File: config.mk
export PLATFORM = sky130hd
export DESIGN_NAME = cpu_bus_if
export DESIGN_NICKNAME = d
export VERILOG_FILES = /design/src/rtl/cpu_bus_if.sv
export SDC_FILE = /design/constraint.sdc
export NUM_CORES = 1
export LEC_CHECK = 0
export ABC_AREA = 0
export ABC_CLOCK_PERIOD_IN_PS = 8200
export CAP_MARGIN = 15
export CORE_AREA = 2 2 106 159
export DETAILED_ROUTE_END_ITERATION = 10
export DIE_AREA = 0 0 108 161
export PLACE_DENSITY = 0.62
export RECOVER_POWER = 25
export SLEW_MARGIN = 10
export SYNTH_ARGS = -nofsm -noshare
export SYNTH_HDL_FRONTEND = slang
export SYNTH_SLANG_ARGS = --single-unit
export TNS_END_PERCENT = 30
File: constraint.sdc
create_clock -name clk -period 8.2 [get_ports clk]
set_input_delay 1.23 -clock clk [delete_from_list [all_inputs] [get_ports clk]]
set_output_delay 1.23 -clock clk [all_outputs]
set_load 0.05 [all_outputs]
File: src/rtl/cpu_bus_if.sv
// rtl/cpu_bus_if.sv - M-cycle bus engine: T1..T4 sequencing, wait states, register file write-back
//
// Ports:
//   clk, rst_n                        clock (one T-state per rising edge), async active-low reset
//   req_valid/req_ready               request handshake, ready in IDLE and T4 only
//   req_we, req_addr, req_wdata       access direction, address, write byte
//   req_dst                           byte register receiving read data
//   req_idu_op, req_idu_reg           address inc/dec op and the pair that receives it
//   bus_addr, bus_wdata, bus_rdata    external bus
//   bus_rd, bus_wr, bus_wait          strobes and slave stretch
//   rf_write_r, rf_reg_r, rf_data_r   byte register write port (pulse in T4)
//   rf_write_rr, rf_reg_rr, rf_data_rr pair register write port (pulse in T4)
//   mcycle_done                       pulse in T4
//   bus_err                           pulse in T4 after a wait timeout
//
// Optional feature: BUS_TIMEOUT_EN enables the T3 wait counter and bus_err.

package cpu_bus_pkg;
    typedef enum logic [2:0] {
        REG_A, REG_F, REG_B, REG_C, REG_D, REG_E, REG_H, REG_L
    } register_n_t;

    typedef enum logic [2:0] {
        REG_AF, REG_BC, REG_DE, REG_HL, REG_SP, REG_PC
    } register_nn_t;
endpackage

module cpu_bus_if
    import cpu_bus_pkg::*;
#(
    parameter int WAIT_MAX = 16
) (
    input  logic         clk,
    input  logic         rst_n,
    input  logic         req_valid,
    output logic         req_ready,
    input  logic         req_we,
    input  logic [15:0]  req_addr,
    input  logic [7:0]   req_wdata,
    input  register_n_t  req_dst,
    input  logic [1:0]   req_idu_op,
    input  register_nn_t req_idu_reg,
    output logic [15:0]  bus_addr,
    output logic [7:0]   bus_wdata,
    input  logic [7:0]   bus_rdata,
    output logic         bus_rd,
    output logic         bus_wr,
    input  logic         bus_wait,
    output logic         rf_write_r,
    output register_n_t  rf_reg_r,
    output logic [7:0]   rf_data_r,
    output logic         rf_write_rr,
    output register_nn_t rf_reg_rr,
    output logic [15:0]  rf_data_rr,
    output logic         mcycle_done,
    output logic         bus_err
);

    typedef enum logic [2:0] {S_IDLE, S_T1, S_T2, S_T3, S_T4} state_t;

    state_t       state_q;
    logic         we_q;
    logic [15:0]  addr_q;
    logic [7:0]   wdata_q;
    register_n_t  dst_q;
    logic [1:0]   idu_op_q;
    register_nn_t idu_reg_q;

    logic         hs;
    logic [15:0]  idu_d;
    logic         t3_done_d;
    logic [7:0]   t3_data_d;
    logic         t3_err_d;

    assign hs = req_valid & req_ready;

    // Only 01 and 10 touch the pair; 11 behaves like 00.
    always_comb begin
        idu_d = addr_q;
        case (idu_op_q)
            2'b01:   idu_d = addr_q + 16'd1;
            2'b10:   idu_d = addr_q - 16'd1;
            default: idu_d = addr_q;
        endcase
    end

`ifdef BUS_TIMEOUT_EN
    localparam int WCNT_W = $clog2(WAIT_MAX + 1);
    logic [WCNT_W-1:0] wait_cnt_q;

    // The WAIT_MAX-th consecutive wait cycle ends T3 with forced 0xFF data.
    always_comb begin
        t3_done_d = 1'b0;
        t3_data_d = bus_rdata;
        t3_err_d  = 1'b0;
        if (!bus_wait) begin
            t3_done_d = 1'b1;
        end else if (wait_cnt_q == WCNT_W'(WAIT_MAX - 1)) begin
            t3_done_d = 1'b1;
            t3_data_d = 8'hFF;
            t3_err_d  = 1'b1;
        end
    end

    always_ff @(posedge clk or negedge rst_n) begin
        if (!rst_n) begin
            wait_cnt_q <= '0;
        end else if (hs) begin
            wait_cnt_q <= '0;
        end else if (state_q == S_T3 && bus_wait && !t3_done_d) begin
            wait_cnt_q <= wait_cnt_q + 1'b1;
        end
    end
`else
    always_comb begin
        t3_done_d = ~bus_wait;
        t3_data_d = bus_rdata;
        t3_err_d  = 1'b0;
    end
`endif

    always_ff @(posedge clk or negedge rst_n) begin
        if (!rst_n) begin
            state_q     <= S_IDLE;
            we_q        <= 1'b0;
            addr_q      <= '0;
            wdata_q     <= '0;
            dst_q       <= REG_A;
            idu_op_q    <= '0;
            idu_reg_q   <= REG_AF;
            req_ready   <= 1'b1;
            bus_addr    <= '0;
            bus_wdata   <= '0;
            bus_rd      <= 1'b0;
            bus_wr      <= 1'b0;
            rf_write_r  <= 1'b0;
            rf_reg_r    <= REG_A;
            rf_data_r   <= '0;
            rf_write_rr <= 1'b0;
            rf_reg_rr   <= REG_AF;
            rf_data_rr  <= '0;
            mcycle_done <= 1'b0;
            bus_err     <= 1'b0;
        end else begin
            rf_write_r  <= 1'b0;
            rf_write_rr <= 1'b0;
            mcycle_done <= 1'b0;
            bus_err     <= 1'b0;
            case (state_q)
                S_IDLE, S_T4: begin
                    bus_wdata <= '0;
                    if (hs) begin
                        we_q      <= req_we;
                        addr_q    <= req_addr;
                        wdata_q   <= req_wdata;
                        dst_q     <= req_dst;
                        idu_op_q  <= req_idu_op;
                        idu_reg_q <= req_idu_reg;
                        bus_addr  <= req_addr;
                        req_ready <= 1'b0;
                        state_q   <= S_T1;
                    end else begin
                        bus_addr  <= '0;
                        req_ready <= 1'b1;
                        state_q   <= S_IDLE;
                    end
                end
                S_T1: begin
                    bus_rd  <= ~we_q;
                    bus_wr  <= we_q;
                    if (we_q) begin
                        bus_wdata <= wdata_q;
                    end
                    state_q <= S_T2;
                end
                S_T2: begin
                    state_q <= S_T3;
                end
                S_T3: begin
                    if (t3_done_d) begin
                        bus_rd      <= 1'b0;
                        bus_wr      <= 1'b0;
                        req_ready   <= 1'b1;
                        mcycle_done <= 1'b1;
                        bus_err     <= t3_err_d;
                        rf_write_r  <= ~we_q;
                        rf_reg_r    <= dst_q;
                        rf_data_r   <= t3_data_d;
                        if (idu_op_q == 2'b01 || idu_op_q == 2'b10) begin
                            rf_write_rr <= 1'b1;
                            rf_reg_rr   <= idu_reg_q;
                            rf_data_rr  <= idu_d;
                        end
                        state_q     <= S_T4;
                    end
                end
                default: state_q <= S_IDLE;
            endcase
        end
    end

endmodule
==> metrics <==
layout overhead on the synthesized area 32.4%; Net count, final 625; vias after detailed routing 3958; number of synthesized flops with an enable pin 0; crit path cell chain clkdlybuf4s50_1 > nor4bb_4 > nand2_1 > buf_4 > inv_1 > nand2_1 > or3_1 > nand3_1; dpl ws 4.10 ns; most used cell along the critical path nand2_1; IO Pins 106; slowest CP cell nor4bb_4; clock skew 0.00528 ns; Max-slew headroom 26.8%; Slew @ Worst Pin 1.10 ns; Crit Path Class in -> reg; initial core utilization 29.2%; Syn Inst Count 497; WL per Instance 15.7 um; minimum clock period 3.71 ns; RSZ-0062 raised after global routing no; Via density 5.02; Hold Vio Cnt, Final 0; commonest non-fill, non-tap cell in the layout nand2_1; drt drc 0; Crit. End Element flop; setup TNS 0 ns; CTS tree done; P per Cell Area 449 mW/mm2; largest net degree at the start of global routing 83; Post-Synthesis Net Count 545; Routed WL 12.4 mm; Clock Tree Root clkbuf_16; fin crit share 45.2%; total track usage 14.7%; RePlAce Congestion 0.837; Seq/Total Area, Yosys 51.2%; CTS Buf Count 9; Max clock buf depth 2; hpwl dp 8.61 mm; placeable core area 0.0160 mm2; Final Slew Violations 0; Syn Std Cell Area 0.00469 mm2; post-CTS repair timing setup buffer count 0; Synth Register Bits 96; initial antenna violation count 0; vias in the first global route 3967; layout cells sized above 1 7.04%; CP required 8.48 ns; f_max 270 MHz; Max Cap Viol 0; Overflow after GRT 0; Netlist cell types 58; Clock Latency Late Sink 0.34 ns; DR pass1 iterations 7; First DRT Iteration DRCs 267; first-pass GRT wire length 20.5 mm; num rows 57; Worst Hold Class reg -> reg; status completed; Async SR Flop Fraction 100%; Die H 161 um; setup slack after layout 4.49 ns; Critical Path Fanout Max 32; Detail Route Antenna Nets 0; CTS resizes 0; Syn Area/Cell 9.44 um2; Die Footprint 0.0174 mm2; hold bufs inserted after CTS 0; yosys warns 0; fillers 1594; htree depth 3; final setup violation count 0; Most used DFF post-synth dfrtp_1; PortBufs 104; crit path DAT 3.98 ns; Clock transition at path regs 0.07 ns; Die X 108 um; Leak 2.73 nW; most frequent cells in the layout nand2_1, clkdlybuf4s50_1, dfrtp_1; CTS Sinks 96; max incr delay on CP 0.94 ns; Max VDD drop 0.202 mV; diode count 0; Critical Path Source Type input pin
## registers in the layout (all words and copies together) (netlist names)
signal,count
addr_q,16
bus_addr,16
rf_data_rr,16
bus_wdata,8
rf_data_r,8
wdata_q,8
dst_q,3
idu_reg_q,3
rf_reg_r,3
rf_reg_rr,3
state_q,3
idu_op_q,2
bus_rd,1
bus_wr,1
mcycle_done,1
req_ready,1
rf_write_r,1
rf_write_rr,1
we_q,1
## worst paths after layout
check,start,to,slack (ns),depth (start not counted)
hold reg to reg,idu_reg_q[1],rf_reg_rr[1],0.46,2
min in group asynchronous,rst_n,bus_addr[11],0.94,1
hold / removal,idu_reg_q[1],rf_reg_rr[1],0.46,2
setup reg to reg,idu_op_q[0],rf_data_rr[14],5.21,10
setup / recovery,bus_wait,rf_data_rr[11],4.49,8
max in group asynchronous,rst_n,req_ready,5.55,3
## power by group
group,internal [mW],total (mW),leakage (nW),switching (mW)
Clock,0.262,0.443,0.155,0.181
Combinational,0.530,1.45,1.35,0.916
Sequential,0.686,0.904,1.22,0.218
Total,1.48,2.79,2.73,1.32
## kinds of logic after synthesis
| logic type | synth area share (%) |
|---|---|
| AOI/OAI and AO/OA | 15.6 |
| and+or+nand+nor | 20.7 |
| xor gates and xnor gates | 3.92 |
| other | 0.0799 |
| DFF | 51.2 |
| muxes | 3.55 |
| adders and majority gates | 0.800 |
| buffers and inverters | 4.05 |
## stage by stage
stage,instances,power (mW),util (%),instance area [um2],hold slack [ns]
2_1_floorplan,497,1.89,-,4690,0.439
3_3_place_gp,771,2.33,36.6,5880,0.455
3_5_place_dp,771,2.36,36.6,5880,0.451
4_1_cts,787,2.82,38.6,6190,0.467
5_1_grt,788,2.97,38.7,6210,0.471
6_report,788,2.79,38.7,6210,0.465
## critical path, delay by kind of cell
| kind | cells | cell delay [ns] |
|---|---|---|
| buf+inv | 3 | 1.21 |
| simple gates | 5 | 1.54 |
## cell usage after synthesis, types with 5 or more instances
cell type  instances  area [um2]
buf_2              8        40.0
nand3_1            9        45.0
o31a_1             8        70.1
o21ai_0           36         180
mux2_2            13         146
xor2_1             9        78.8
inv_1              6        22.5
dfrtp_1           95        2380
nor2_1            13        48.8
a32oi_1            6        52.6
clkbuf_1          29         109
xnor2_1           12         105
nor3_1             5        25.0
a22o_1            16         140
nand2_1          149         559
## final cells by class
type,count,area (um2),share of cell area (%)
Sequential cell,96,2400,38.7
Multi-Input combinational cell,354,2120,34.1
Timing Repair Buffer,110,1100,17.6
Clock buffer,12,267,4.29
Tap cell,206,258,4.15
Clock inverter,4,51.3,0.826
Inverter,6,22.5,0.362
## per-layer routing
layer | share of wire (%) | track usage [%]
met1 | 41 | 18.4
met2 | 51 | 24.2
met3 | 5.6 | 3.43
met4 | 2.6 | 6.12
met5 | 0 | 0
Note: power is estimated with default switching activity, not from simulation.
